### src/rtl/uart_tx_arbiter.sv
// uart_tx_arbiter
//   Round-robin, burst-locked arbiter that merges NUM_SRC AXI4-Stream byte
//   sources into one UART TX byte stream. Every accepted source byte goes out
//   as a two-byte frame: the source's header code, then the data byte. A grant
//   is held until the source's tlast, MAX_BURST beats, or the source going
//   idle, after which the round-robin pointer moves past the granted source.
//
// Ports
//   clk, rst_n        clock, synchronous active-low reset
//   src_tdata         NUM_SRC packed bytes, source i at [8i+7:8i]
//   src_tvalid/tlast  per-source valid / end of packet
//   src_tready        per-source ready (only the granted source, only in load)
//   uart_out_t*       byte stream towards the UART transmitter
//   grant_idx         currently or most recently granted source
//   busy              arbiter is not idle
module uart_tx_arbiter #(
   parameter int unsigned              DATA_WIDTH  = 8,
   parameter int unsigned              NUM_SRC     = 4,
   parameter int unsigned              MAX_BURST   = 16,
   parameter logic [NUM_SRC*8-1:0]     SRC_HEADERS = {8'd5, 8'd2, 8'd3, 8'd0}
) (
   input  logic                            clk,
   input  logic                            rst_n,
   input  logic [NUM_SRC*DATA_WIDTH-1:0]   src_tdata,
   input  logic [NUM_SRC-1:0]              src_tvalid,
   output logic [NUM_SRC-1:0]              src_tready,
   input  logic [NUM_SRC-1:0]              src_tlast,
   output logic [DATA_WIDTH-1:0]           uart_out_tdata,
   output logic                            uart_out_tvalid,
   input  logic                            uart_out_tready,
   output logic                            uart_out_tlast,
   output logic [$clog2(NUM_SRC)-1:0]      grant_idx,
   output logic                            busy
);

   localparam int unsigned IW = $clog2(NUM_SRC);
   localparam int unsigned CW = $clog2(MAX_BURST + 1);

   typedef enum logic [1:0] {
      StIdle = 2'd0,
      StLoad = 2'd1,
      StHdr  = 2'd2,
      StData = 2'd3
   } state_e;

   state_e                  state_q;
   logic [IW-1:0]           rr_ptr_q;
   logic [IW-1:0]           grant_q;
   logic [CW-1:0]           beat_cnt_q;
   logic [DATA_WIDTH-1:0]   byte_q;
   logic                    last_q;

   logic [IW-1:0]           winner;
   logic [IW-1:0]           scan;
   logic                    found;
   logic [IW-1:0]           next_ptr;
   logic [DATA_WIDTH-1:0]   sel_data;
   logic                    sel_valid;
   logic                    sel_last;
   logic [DATA_WIDTH-1:0]   hdr_byte;
   logic                    burst_end;

   // First valid source scanning rr_ptr, rr_ptr+1, ... modulo NUM_SRC.
   always_comb begin
      found  = 1'b0;
      winner = rr_ptr_q;
      scan   = '0;
      for (int k = 0; k < int'(NUM_SRC); k++) begin
         scan = IW'((int'(rr_ptr_q) + k) % int'(NUM_SRC));
         if (!found && src_tvalid[scan]) begin
            found  = 1'b1;
            winner = scan;
         end
      end
   end

   assign next_ptr  = (grant_q == IW'(NUM_SRC - 1)) ? '0 : grant_q + IW'(1);
   assign sel_data  = src_tdata[int'(grant_q) * DATA_WIDTH +: DATA_WIDTH];
   assign sel_valid = src_tvalid[grant_q];
   assign sel_last  = src_tlast[grant_q];
   assign hdr_byte  = SRC_HEADERS[int'(grant_q) * 8 +: 8];
   // The beat being loaded is the last one the cap allows.
   assign burst_end = (beat_cnt_q + CW'(1)) == CW'(MAX_BURST);

   always_ff @(posedge clk) begin
      if (!rst_n) begin
         state_q    <= StIdle;
         rr_ptr_q   <= '0;
         grant_q    <= '0;
         beat_cnt_q <= '0;
         byte_q     <= '0;
         last_q     <= 1'b0;
      end else begin
         case (state_q)
            StIdle: begin
               if (found) begin
                  grant_q    <= winner;
                  beat_cnt_q <= '0;
                  state_q    <= StLoad;
               end
            end
            StLoad: begin
               if (sel_valid) begin
                  byte_q  <= sel_data;
                  last_q  <= sel_last | burst_end;
                  state_q <= StHdr;
               end else begin
                  // Source went idle mid-burst: release without a tlast.
                  rr_ptr_q <= next_ptr;
                  state_q  <= StIdle;
               end
            end
            StHdr: begin
               if (uart_out_tready) begin
                  state_q <= StData;
               end
            end
            StData: begin
               if (uart_out_tready) begin
                  beat_cnt_q <= beat_cnt_q + CW'(1);
                  if (last_q) begin
                     rr_ptr_q <= next_ptr;
                     state_q  <= StIdle;
                  end else begin
                     state_q <= StLoad;
                  end
               end
            end
            default: state_q <= StIdle;
         endcase
      end
   end

   assign grant_idx       = grant_q;
   assign busy            = (state_q != StIdle);
   assign uart_out_tvalid = (state_q == StHdr) || (state_q == StData);
   assign uart_out_tlast  = (state_q == StData) && last_q;

   always_comb begin
      uart_out_tdata = '0;
      case (state_q)
         StHdr:   uart_out_tdata = hdr_byte;
         StData:  uart_out_tdata = byte_q;
         default: uart_out_tdata = '0;
      endcase
   end

   always_comb begin
      src_tready = '0;
      if (state_q == StLoad) begin
         src_tready[grant_q] = 1'b1;
      end
   end

endmodule

### config.mk
export PLATFORM = sky130hd
export DESIGN_NAME = uart_tx_arbiter
export DESIGN_NICKNAME = d
export VERILOG_FILES = /design/src/rtl/uart_tx_arbiter.sv
export SDC_FILE = /design/constraint.sdc
export NUM_CORES = 1
export LEC_CHECK = 0
export ABC_CLOCK_PERIOD_IN_PS = 1400
export BUFFER_PORTS_ARGS = -buffer_cell sky130_fd_sc_hd__buf_4
export CAP_MARGIN = 20
export CORE_MARGIN = 2
export CORE_UTILIZATION = 43
export DETAILED_ROUTE_END_ITERATION = 8
export GPL_TIMING_DRIVEN = 0
export PLACE_DENSITY_LB_ADDON = 0.25
export SYNTH_ARGS = -nofsm -noshare
export SYNTH_HDL_FRONTEND = slang
export SYNTH_SLANG_ARGS = --single-unit
export TNS_END_PERCENT = 1
### constraint.sdc
create_clock -name clk -period 1.4 [get_ports clk]
set_input_delay 0.21 -clock clk [delete_from_list [all_inputs] [get_ports clk]]
set_output_delay 0.21 -clock clk [all_outputs]
set_load 0.01 [all_outputs]
# --- Yosys cells after proc, flatten, opt, wreduce, memory -nomap -nowiden ---
# Cells that the tools add are included.
# Widths: inputs -> output; s select.
word_totals:
  regBits: 20
  in_bits: 43
  out_inout_bits: 17
  word_cells: 85
classes:
  addsub: 5
  order_cmp: 6
  n_eq_ne: 10
  shift: 2
  n_mux: 37
  bitwise_logic: 1
  n_reduce_logical: 18
op_table:
  columns: ["op", "n"]
  rows:
  - ["$shiftx 32x6->8", 1]
  - ["$shiftx 32x6->8 const A", 1]
  - ["$mux 2", 11]
  - ["$pmux 8 s2", 1]
  - ["$lt 2x3->1 const B", 5]
  - ["$bmux 1 s2", 6]
  - ["$mux 1", 12]
  - ["$mux 5", 2]
  - ["$ne 2x2->1 const B", 5]
  - ["$pmux 5 s2", 1]
  - ["$pmux 2 s4", 1]
  - ["$eq 2x2->1 const B", 3]
  - ["$reduce_and 3->1", 2]
  - ["$reduce_bool 2->1", 3]
  - ["$add 5x1->5 const B", 1]
  - ["$eq 5x5->1 const B", 1]
  - ["$logic_and 1x1->1", 5]
  - ["$add 2x1->2 const B", 2]
  - ["$add 2x2->2 const B", 2]
  - ["$mux 4", 1]
  - ["$pmux 2 s2", 1]
  - ["$reduce_and 2->1", 2]
  - ["$reduce_and 4->1", 1]
  - ["$logic_not 1->1", 3]
  - ["6 further kinds", 6]

# --- Longest topological paths before layout ---
# Gate-level depths: netlist (run 1).
logic_depth:
  word_depth: 14
  mapped_depth: 6
  depth_no_buf: 5

# --- Worst setup path after synthesis (run 1) ---
# No wires, ideal clock.
synth_timing:
  kind: "reg2reg"
  startpoint: "reg grant_q[0], in the netlist grant_idx[0]"
  endpoint: "reg last_q"
  setup_time_ns: 0.119
  arrival_ns: 1.428
  t_required_ns: 1.281
  path_slack_ns: -0.147
  path_stages_with_launch: 5
  path_buffers: 2
  period_less_slack_ns: 1.547
  cell_sequence: "dfxtp_1 buf_6 buf_6 mux4_2 o221a_1"
synth_between:
  elab_chain_cells: 3
  word_cells_on_any_way: 6
  classes_between: "mux: 4; bitwise: 1; reduce/logical: 1"
synth_lines:
  columns: ["element", "line_no", "text"]
  rows:
  - ["from (decl)", "48", "logic [IW-1:0] grant_q;"]
  - ["from (signal assigned)", "97", "grant_q <= winner;"]
  - ["$bmux 1 s2, on equally long branches", "80, 79", null]
  - ["$mux 1, on equally long branches", "80, 79", null]
  - ["$or 1x1->1 / $reduce_and 2->1 (equally long branches)", null, null]
  - ["to (signal assigned)", "105", "last_q <= sel_last | burst_end;"]
  - ["to (decl)", "51", "logic last_q;"]
# Several ways; a longest one is shown, not always the timed one. The select of a mux whose other input is x is not followed.
# A chain may end at the register's enable or synchronous reset.

# --- Final worst setup path (run 1) ---
layout_timing:
  startpoint: "reg grant_q[0], in the netlist grant_idx[0]"
  endpoint: "out uart_out_tdata[1]"
layout_between:
  elab_chain_cells: 2
layout_lines:
  columns: ["element", "line_no", "text"]
  rows:
  - ["$shiftx 32x6->8", "81", "assign hdr_byte = SRC_HEADERS[int'(grant_q) * 8 +: 8];"]
  - ["$pmux 8 s2", "141", "case (state_q)"]
  - ["to (decl)", "28", "output logic [DATA_WIDTH-1:0] uart_out_tdata,"]
# No other way between the ends.

==> results.sh, run 1 <==
export IMPL_clk_latency_ns=0.33
export IMPL_end_kind="primary output"
export IMPL_die_area_um2=3912
export IMPL_fp_dieW_um=62.55
export IMPL_totalWireLength_mm=4.028
export IMPL_ys_flop_type="dfxtp_1"
export IMPL_maxCapViolCount=0
export IMPL_start_kind="flop"
export IMPL_cts_sinks=20
export IMPL_die_h_um=62.55
export IMPL_fin_ws_ns=-0.3263
export IMPL_ant_nets=0
export IMPL_crit_type="reg -> out"
export IMPL_top_layer_used="met4"
export IMPL_tightestPinTransition_ns=0.5849
export IMPL_syn2layout_area_growth_pct=45.59
export IMPL_fin_nets=268
export IMPL_start_util_pct=44.52
export IMPL_grt_first_pass_wirelength_mm=6.651
export IMPL_stdcell_count=265
export IMPL_synth_fp_nets=201
export IMPL_grt_max_degree=13
export IMPL_layout_drive_gt1_share_pct=47.03
export IMPL_ir_worst_vdd_mv=0.4892
export IMPL_r2r_cells=7
export IMPL_holdCritPathClass="in -> reg"
export IMPL_relSlewSlack_pct=60.88
export IMPL_crit_arrival_ns=1.52
export IMPL_core_area_um2=3311
export IMPL_viasPerCell=5.487
export IMPL_clockRootBuffer="clkbuf_4"
export IMPL_whs_path_depth=3
export IMPL_syn_inst=153
export IMPL_violations="negative setup slack"
export IMPL_dp_cells=258
export IMPL_yosysWarnings=0
export IMPL_timing_hold_violations_final=0
export IMPL_numCtsBuffers=3
export IMPL_slowest_stage="dfxtp_4"
export IMPL_cts_tree="yes"
export IMPL_finalPower_mw=1.838
export IMPL_rsz0062_at_grt="yes"
export IMPL_r2r_start="grant_idx[0]"
export IMPL_yosysUniqueCellTypes=38
export IMPL_hpwl_mm=2.936
export IMPL_diodes=0
export IMPL_min_period_over_period_pct=123.3
export IMPL_hold_path_end="beat_cnt_q[2]"
export IMPL_synth_edff_count=0
export IMPL_dpl_cell_area_um2=1984
export IMPL_grt_overflow=0
export IMPL_m1WireLength_mm=1.598
export IMPL_grt_pass1_vias=1481
export IMPL_synth_avg_cell_area_um2=9.633
export IMPL_vias=1454
export IMPL_post_drt_wl_per_cell_um=15.20
export IMPL_synth_async_reset_ratio_pct=0
export IMPL_grt_total_usage_pct=21.18
export IMPL_port_buffers=59
export IMPL_cts_htree_levels=1
export IMPL_synth_seq_cells=20
export IMPL_required_ns=1.19
export IMPL_drc=0
export IMPL_clk_pin_slew_ns=0.14
export IMPL_stdcell_area_um2=2146
export IMPL_clockBufferDepth=2
export IMPL_cpPeakStageDelay_ns=0.37
export IMPL_r2r_end="last_q"
export IMPL_fp_row_count=21
export IMPL_status="finished, violations left"
export IMPL_ios=60
export IMPL_yosysSeqAreaShare_pct=27.16
export IMPL_p_leak_nw=0.9124
export IMPL_first_iter_violations=71
export IMPL_wl_met2_mm=2.195
export IMPL_powerDensity_nw_per_um2=856.8
export IMPL_min_period_ns=1.726
export IMPL_met3_length_um=166
export IMPL_dr_pass1_iters=5
export IMPL_skew_ns=0.002851
export IMPL_gp_congestion=0.7643
export IMPL_worstHoldStart="rst_n"
export IMPL_path_max_fanout=2
export IMPL_path_cells="buf_8, buf_12, inv_6, ha_4, mux2i_1, nor2b_1, buf_4"
export IMPL_syn_area_um2=1474
export IMPL_slew_viol_final=0
export IMPL_final_setup_viol_count=26
export IMPL_r2r_slack_ns=-0.23
export IMPL_fmax_mhz=579.3
export IMPL_antenna_found_initial=0
## area by class of cell
type                            instances  area, µm²
Buffer                                 11      100.1
Clock buffer                            4      47.55
Sequential cell                        20      410.4
Timing Repair Buffer                   62      476.7
Multi-Input combinational cell        115       1022
Fill cell                             290       1165
Tap cell                               46      57.56
Inverter                                7      31.28
## how the worst max path moves through the flow
| stage | startpoint | endpoint | depth (start not counted) |
|---|---|---|---|
| floorplan | grant_idx[0] | last_q | 4 |
| global placement | grant_idx[0] | uart_out_tdata[1] | 7 |
| detailed placement | grant_idx[0] | uart_out_tdata[1] | 7 |
| CTS | grant_idx[0] | uart_out_tdata[1] | 7 |
| global route | grant_idx[0] | uart_out_tdata[1] | 7 |
| finish | grant_idx[0] | uart_out_tdata[1] | 7 |
## worst max-delay path, delay by kind of cell, from the launching register on
family,cells,cell delay (ns)
flip-flops,1,0.37
buffers and inverters,4,0.43
adder cells (fa/ha/maj),1,0.20
multiplexers,1,0.12
AND/OR/NAND/NOR,1,0.07
## cells in the final DEF, fill, tap and decap left out, drive strengths merged, types with 2 or more instances in the layout
cell type,Yosys,routed
a221oi,2,2
nor2b,15,15
mux2i,15,15
nand3,10,10
buf,6,69
ha,5,5
a21oi,7,7
a31oi,2,2
a21boi,6,6
clkbuf,5,8
mux2,2,2
o21ai,3,3
nand2b,2,2
nand2,12,12
inv,7,7
mux4,9,9
and3,7,7
dfxtp,20,20
and2,4,4
nor2,3,3
## where the power goes
part | switching (mW) | total (mW) | internal, mW
logic | 0.326 | 0.733 | 0.407
clock network | 0.225 | 0.444 | 0.219
registers | 0.0410 | 0.661 | 0.620
## metrics by stage
stage,setup TNS (ns),hold slack [ns],utilization (%),setup WS [ns]
detailed placement,-1.321,0.4876,59.94,-0.2106
floorplan,-0.1091,0.3498,-,-0.03332
finish,-4.471,0.1447,64.81,-0.3263
global placement,-1.186,0.4668,59.94,-0.1991
global route,-6.124,0.1713,64.81,-0.3637
CTS,-4.236,0.1559,64.55,-0.3154
## per-layer routing
layer	vias to the layer above	global-route usage, %
met5	-	0
met2	49	38.17
met3	7	1.802
met4	0	8.889
li1	689	-
met1	709	25.80
## kinds of logic (layout without fill, tap and decap cells)
family	Yosys count	count (layout)	synth area share, %
adder cells (fa/ha/maj)	5	5	4.244
buffers and inverters	18	84	6.282
multiplexers	26	26	25.47
flip-flops	20	20	27.16
AND/OR/NAND/NOR	58	58	22.33
AO/OA/AOI/OAI	26	26	14.52
## cell usage after synthesis (3+ instances only)
cell type  count  area share [%]
dfxtp_1       20              27
nand2_1       12             3.1
ha_1           5             4.2
a21oi_1        7             2.4
inv_1          7             1.8
nor2b_1       14             5.9
buf_6          3             2.3
clkbuf_1       5             1.3
nand3_1       10             3.4
and2_1         4             1.7
a21boi_1       6             3.1
mux2i_1       15              10
and3_1         7             3.0
mux4_2         9              14
## sequential cells by signal, indices dropped and copies added, names as in the netlist, named ones only
| name | count |
|---|---|
| byte_q | 8 |
| grant_idx | 2 |
| beat_cnt_q | 5 |
| state_q | 1 |
| rr_ptr_q | 2 |
| last_q | 1 |
## timing repair
item | CTS | global route
buffers inserted | 3 | 0
gates resized for setup | 25 | 4
pin swaps | 1 | 2
hold buffers | 0 | 0
endpoints found under the setup margin | 25 | 27
No activity file was read; power rests on OpenSTA's default activity.
==> run 2: changes to the inputs <==
--- a/config.mk
+++ b/config.mk
@@ -5,11 +5,12 @@
 export SDC_FILE = /design/constraint.sdc
 export NUM_CORES = 1
 export LEC_CHECK = 0
+export ABC_AREA = 1
 export ABC_CLOCK_PERIOD_IN_PS = 1400
 export BUFFER_PORTS_ARGS = -buffer_cell sky130_fd_sc_hd__buf_4
 export CAP_MARGIN = 20
 export CORE_MARGIN = 2
-export CORE_UTILIZATION = 43
+export CORE_UTILIZATION = 44
 export DETAILED_ROUTE_END_ITERATION = 8
 export GPL_TIMING_DRIVEN = 0
 export PLACE_DENSITY_LB_ADDON = 0.25
==> results.sh, run 2 <==
export IMPL_status="finished, violations left"
export IMPL_violations="negative setup slack"
export IMPL_synthTopCellsByArea="dfxtp_1, nor2_1, nand2_1, o21ai_0, inv_1"
export IMPL_vias=1923
export IMPL_yosysUniqueCellTypes=29
export IMPL_ios=60
export IMPL_syn_inst=254
export IMPL_fin_nets=387
export IMPL_cpPeakStageDelay_ns=0.34
export IMPL_syn_area_um2=1551
export IMPL_largest_register_ffs=8
export IMPL_cts_hold_buf=0
export IMPL_synth_seq_cells=20
export IMPL_crit_arrival_ns=1.80
export IMPL_critical_path_cell_count=13
export IMPL_synth_avg_cell_area_um2=6.108
export IMPL_path_cells="buf_6, inv_8, nand2_2, nand2_2, nand2_2, nand2_2, nor2_8, nand3_4, nand2_8, buf_12, nand2_1, nand2_1, a21oi_2"
export IMPL_fp_dieW_um=63.38
export IMPL_use_met2_pct=42.50
export IMPL_cts_tree="yes"
export IMPL_powerDensity_nw_per_um2=1829
export IMPL_cts_htree_levels=1
export IMPL_viasPerCell=5.021
export IMPL_hpwl_mm=3.250
export IMPL_end_kind="flop"
export IMPL_post_synth_top_count_cell="nor2_1"
export IMPL_critPathTopFamily="simple AND/OR/NAND/NOR gates"
export IMPL_tightestPinTransition_ns=0.4654
export IMPL_pre_cts_slack_ns=-0.3020
export IMPL_fin_ws_ns=-0.2102
export IMPL_power_switching_mw=2.198
export IMPL_post_drt_wl_per_cell_um=12.28
export IMPL_grt_max_degree=11
export IMPL_start_util_pct=46.13
export IMPL_clockBufferDepth=2
export IMPL_slowest_stage="dfxtp_2"
export IMPL_final_common_cell="buf_4"
export IMPL_utilization_pct=73.85
export IMPL_core_area_um2=3363
export IMPL_die_area_um2=4017
export IMPL_cts_sinks=20
export IMPL_synth_async_reset_ratio_pct=0
export IMPL_layout_drive_gt1_share_pct=44.21
export IMPL_grt_first_pass_wirelength_mm=7.527
export IMPL_slew_viol_final=0
export IMPL_p_comb_share_pct=72.7
export IMPL_seqPwrFrac_pct=21.3
export IMPL_skew_ns=0.004517
export IMPL_grt_pass1_vias=1790
export IMPL_start_kind="flop"
export IMPL_r2r_end="grant_idx[0]"
export IMPL_yosysWarnings=0
export IMPL_grt_busiest_layer="met2"
export IMPL_p_int_mw=2.344
export IMPL_fp_row_count=21
export IMPL_ir_worst_vdd_mv=0.7351
export IMPL_crit_path_end="grant_idx[0]"
export IMPL_syn2layout_area_growth_pct=60.08
export IMPL_r2r_slack_ns=-0.21
export IMPL_rsz0062_at_grt="yes"
export IMPL_netlist_area_leader_share_pct=25.81
export IMPL_r2r_cells=13
export IMPL_use_met3_pct=3.214
export IMPL_grt_total_usage_pct=22.64
export IMPL_synth_fp_nets=302
export IMPL_die_h_um=63.38
export IMPL_reg_top3="byte_q (8), beat_cnt_q (5)"
export IMPL_synth_edff_count=0
export IMPL_ant_nets=0
export IMPL_diodes=0
export IMPL_path_max_fanout=8
export IMPL_required_ns=1.59
export IMPL_clk_latency_ns=0.29
export IMPL_p_clk_share_pct=5.9
export IMPL_synth_top_area_cell="dfxtp_1"
export IMPL_relSlewSlack_pct=68.98
export IMPL_first_iter_violations=101
export IMPL_crit_type="reg -> reg"
export IMPL_min_period_over_period_pct=115.0
export IMPL_regMostFlops="byte_q"
export IMPL_antenna_found_initial=0
export IMPL_port_buffers=59
export IMPL_final_setup_viol_count=23
export IMPL_min_period_ns=1.610
export IMPL_clk_pin_slew_ns=0.11
export IMPL_grt_overflow=0
export IMPL_numCtsBuffers=3
export IMPL_p_leak_nw=1.153
export IMPL_dr_pass1_iters=5
export IMPL_ys_flop_type="dfxtp_1"
export IMPL_fmax_mhz=621.0
export IMPL_clockRootBuffer="clkbuf_4"
export IMPL_cp_num_buf_inv=3
export IMPL_cp_common_cell="nand2_2"
export IMPL_gp_congestion=0.7709
export IMPL_drc=0
export IMPL_holdCritPathClass="in -> reg"
export IMPL_final_cell_mix="buf_4, nor2_1, nand2_1, o21ai_0, inv_1"
export IMPL_swShare_pct=48.38
export IMPL_startpoint="rr_ptr_q[0]"
export IMPL_grtUsageMet1_pct=27.20
export IMPL_yosysSeqAreaShare_pct=25.81
export IMPL_maxCapViolCount=0
export IMPL_timing_hold_violations_final=0
export IMPL_synthTopCellsByCount="nor2_1, nand2_1, o21ai_0"
export IMPL_totalWireLength_mm=4.704
export IMPL_r2r_start="rr_ptr_q[0]"
run 2: cell count changes after synthesis, moves of 14 or more:
cell     delta
nor2_1     +53
nand2_1    +36
o21ai_0    +30
inv_1      +17
mux2i_1    -15
nor2b_1    -14
run 2: worst register-to-register path, delay by kind of cell (launching register included):
family,cells,cell delay (ns)
buffers and inverters,3,0.31
and+or+nand+nor,9,0.80
DFF,1,0.34
AOI/OAI and AO/OA,1,0.04
run 2: kinds of logic (layout without fill, tap and decap cells):
logic type / count (synthesis) / after routing / synth area share, %
XOR/XNOR: 2 / 2 / 1.129
AND/OR/NAND/NOR: 127 / 127 / 36.29
flip-flops: 20 / 20 / 25.81
buffers and inverters: 37 / 120 / 9.838
adder cells (fa/ha/maj): 5 / 5 / 4.032
AO/OA/AOI/OAI: 63 / 63 / 22.90
run 2: stage by stage:
stage	instance area, µm²	instances	power, mW	hold WS (ns)	setup TNS (ns)
after CTS	2323	378	3.912	0.2079	-1.850
final	2484	383	4.542	0.2094	-2.747
after global placement	2056	359	3.230	0.4975	-2.990
after detailed placement	2056	359	3.290	0.5049	-3.428
after global routing	2484	383	4.929	0.2184	-4.556
after floorplan	1555	254	2.683	0.3483	-0.05132
run 2: timing repair:
| action | in CTS | in global routing |
|---|---|---|
| endpoints found under the hold margin | 0 | 0 |
| pin swaps | 6 | 12 |
| setup buffers | 16 | 5 |
| gates resized for setup | 47 | 35 |
| setup endpoints to repair | 32 | 33 |
run 2: power by group through the flow:
stage	Sequential (mW)	Clock, mW	Combinational [mW]
2_1_floorplan	0.886	0	1.80
3_3_place_gp	0.905	0	2.32
3_5_place_dp	0.911	0	2.38
4_1_cts	0.918	0.270	2.72
5_1_grt	0.999	0.297	3.63
6_report	0.969	0.269	3.30
run 2: layout make-up:
class	instances	area, µm²
Fill cell	283	879.6
Multi-Input combinational cell	197	1144
Timing Repair Buffer	80	628.1
Tap cell	46	57.56
Clock buffer	3	22.52
Buffer	11	95.09
Inverter	26	117.6
Sequential cell	20	419.2
run 2: worst min path at each step:
stage / start / end / slack [ns] / cells past startpoint
finish: uart_out_tready / state_q[0] / 0.21 / 4
global route: uart_out_tready / state_q[0] / 0.22 / 4
CTS: uart_out_tready / state_q[0] / 0.21 / 4
detailed placement: state_q[0] / state_q[0] / 0.50 / 2
global placement: beat_cnt_q[2] / beat_cnt_q[2] / 0.50 / 2
floorplan: rst_n / byte_q[0] / 0.35 / 2
run 2: metal layers:
layer,wire length (µm),share of wire [%]
met1,1993,42
met5,0,0
met3,308,6.5
met2,2351,50
met4,51,1.1
==> run 3: changes to the inputs <==
--- a/config.mk
+++ b/config.mk
@@ -6,11 +6,11 @@
 export NUM_CORES = 1
 export LEC_CHECK = 0
 export ABC_AREA = 1
-export ABC_CLOCK_PERIOD_IN_PS = 1400
+export ABC_CLOCK_PERIOD_IN_PS = 1570
 export BUFFER_PORTS_ARGS = -buffer_cell sky130_fd_sc_hd__buf_4
 export CAP_MARGIN = 20
 export CORE_MARGIN = 2
-export CORE_UTILIZATION = 44
+export CORE_UTILIZATION = 45
 export DETAILED_ROUTE_END_ITERATION = 8
 export GPL_TIMING_DRIVEN = 0
 export PLACE_DENSITY_LB_ADDON = 0.25
==> constraint.sdc (replaced) <==
create_clock -name clk -period 1.57 [get_ports clk]
set_input_delay 0.2355 -clock clk [delete_from_list [all_inputs] [get_ports clk]]
set_output_delay 0.2355 -clock clk [all_outputs]
set_load 0.01 [all_outputs]
==> results.sh, run 3 (synthesized netlist as in run 2, its figures left out) <==
export IMPL_status="finished, violations left"
export IMPL_violations="negative setup slack"
export IMPL_hpwl_mm=3.094
export IMPL_powerDensity_nw_per_um2=1611
export IMPL_min_period_ns=1.612
export IMPL_crit_type="reg -> out"
export IMPL_fp_row_count=21
export IMPL_holdCritPathClass="in -> reg"
export IMPL_pre_cts_slack_ns=-0.2277
export IMPL_skew_ns=0.002248
export IMPL_core_area_um2=3311
export IMPL_numCtsBuffers=3
export IMPL_clk_pin_slew_ns=0.11
export IMPL_fin_hold_ws_ns=0.1921
export IMPL_fp_dieW_um=62.72
export IMPL_dp_cells=359
export IMPL_regMostFlops="byte_q"
export IMPL_clockBufferDepth=2
export IMPL_start_kind="flop"
export IMPL_reg_top3="byte_q (8), beat_cnt_q (5)"
export IMPL_tightestPinTransition_ns=0.5282
export IMPL_port_buffers=59
export IMPL_largest_register_ffs=8
export IMPL_stdcell_area_um2=2351
export IMPL_viasPerCell=5.064
export IMPL_die_area_um2=3933
export IMPL_dr_pass1_iters=4
export IMPL_gp_congestion=0.7674
export IMPL_grt_pass1_vias=1750
export IMPL_die_h_um=62.72
export IMPL_totalWireLength_mm=4.501
export IMPL_clockRootBuffer="clkbuf_4"
export IMPL_layout_drive_gt1_share_pct=39.82
export IMPL_fin_ws_ns=-0.04197
export IMPL_clk_latency_ns=0.31
export IMPL_p_leak_nw=1.119
export IMPL_timing_hold_violations_final=0
export IMPL_fmax_mhz=620.4
export IMPL_min_period_over_period_pct=102.7
export IMPL_n_fill_cell=287
export IMPL_rsz0062_at_grt="yes"
export IMPL_fin_nets=379
export IMPL_dpl_cell_area_um2=2052
export IMPL_ir_worst_vdd_mv=0.6079
export IMPL_syn2layout_area_growth_pct=51.53
export IMPL_grt_first_pass_wirelength_mm=7.438
export IMPL_diodes=0
export IMPL_start_util_pct=46.86
export IMPL_post_drt_wl_per_cell_um=12.00
export IMPL_path_max_fanout=3
export IMPL_multi_input_area_um2=1097
export IMPL_final_setup_viol_count=2
export IMPL_slew_viol_final=0
export IMPL_cts_sinks=20
export IMPL_final_cell_mix="buf_4, nor2_1, nand2_1, o21ai_0, inv_1"
export IMPL_stdcell_count=375
export IMPL_first_iter_violations=69
export IMPL_grt_max_degree=11
export IMPL_relSlewSlack_pct=64.78
export IMPL_finalPower_mw=3.789
export IMPL_r2r_slack_ns=0.04
export IMPL_antenna_found_initial=0
export IMPL_drc=0
export IMPL_vias=1899
export IMPL_ios=60
export IMPL_grt_overflow=0
export IMPL_cts_tree="yes"
export IMPL_cts_htree_levels=1
export IMPL_regArea_um2=411.6
export IMPL_end_kind="primary output"
export IMPL_maxCapViolCount=0
export IMPL_final_common_cell="buf_4"
export IMPL_required_ns=1.33
export IMPL_grt_total_usage_pct=23.12
export IMPL_crit_arrival_ns=1.38
export IMPL_ant_nets=0
==> run 3: changes by cell type in the layout (fill, tap and decap cells not counted), moves of 3 or more <==
cell | before | now
buf_4 | 77 | 70
buf_6 | 7 | 4
buf_8 | 0 | 4
ha_1 | 0 | 4
ha_2 | 3 | 0
nand2_1 | 37 | 40
o21ai_0 | 24 | 21
==> run 3: layout make-up <==
class | count | share of cell area [%]
Timing Repair Buffer | 72 | 23.31
Clock buffer | 3 | 0.9580
Sequential cell | 20 | 17.51
Buffer | 11 | 4.524
Multi-Input combinational cell | 197 | 46.67
Tap cell | 46 | 2.448
Inverter | 26 | 4.577
==> run 3: worst max-delay path: stages, from the launching register on <==
cell,delay [ns]
dfxtp_2,0.36
inv_2,0.06
buf_8,0.12
ha_4,0.27
nand3_2,0.08
nand2_2,0.08
buf_6,0.10
==> run 3: worst paths after layout <==
| check | to | cells past startpoint | startpoint |
|---|---|---|---|
| max | uart_out_tdata[1] | 6 | grant_idx[1] |
| min | byte_q[3] | 3 | rst_n |
| max reg2reg | beat_cnt_q[0] | 12 | rr_ptr_q[0] |
| min reg2reg | beat_cnt_q[2] | 2 | beat_cnt_q[2] |
==> run 3: per-stage QoR <==
| stage | TNS [ns] | util (%) |
|---|---|---|
| 5_1_grt | -0.9400 | 71.01 |
| 3_5_place_dp | -0.9033 | 61.98 |
| 4_1_cts | -0.06863 | 66.36 |
| 6_report | -0.05883 | 71.01 |
| 2_1_floorplan | 0 | - |
| 3_3_place_gp | -0.8656 | 61.98 |
==> run 3: timing repair <==
action,in CTS,in global routing
buffers inserted,7,6
endpoints found under the setup margin,22,26
pin swaps,2,8
hold buffers,0,0
gates resized for setup,28,42
==> run 3: where the power goes <==
part           switching (mW)  internal [mW]
sequential              0.134          0.697
combinational            1.55           1.15
clock                   0.162         0.0898
==> run 3: layer usage <==
layer / part of all wire (%) / wire length, µm / up-vias / global-route usage, %
li1: - / - / 987 / -
met1: 42 / 1879 / 837 / 26.15
met2: 52 / 2333 / 69 / 42.61
met3: 5.6 / 252 / 6 / 3.423
met4: 0.80 / 36 / 0 / 10.28
met5: 0 / 0 / - / 0
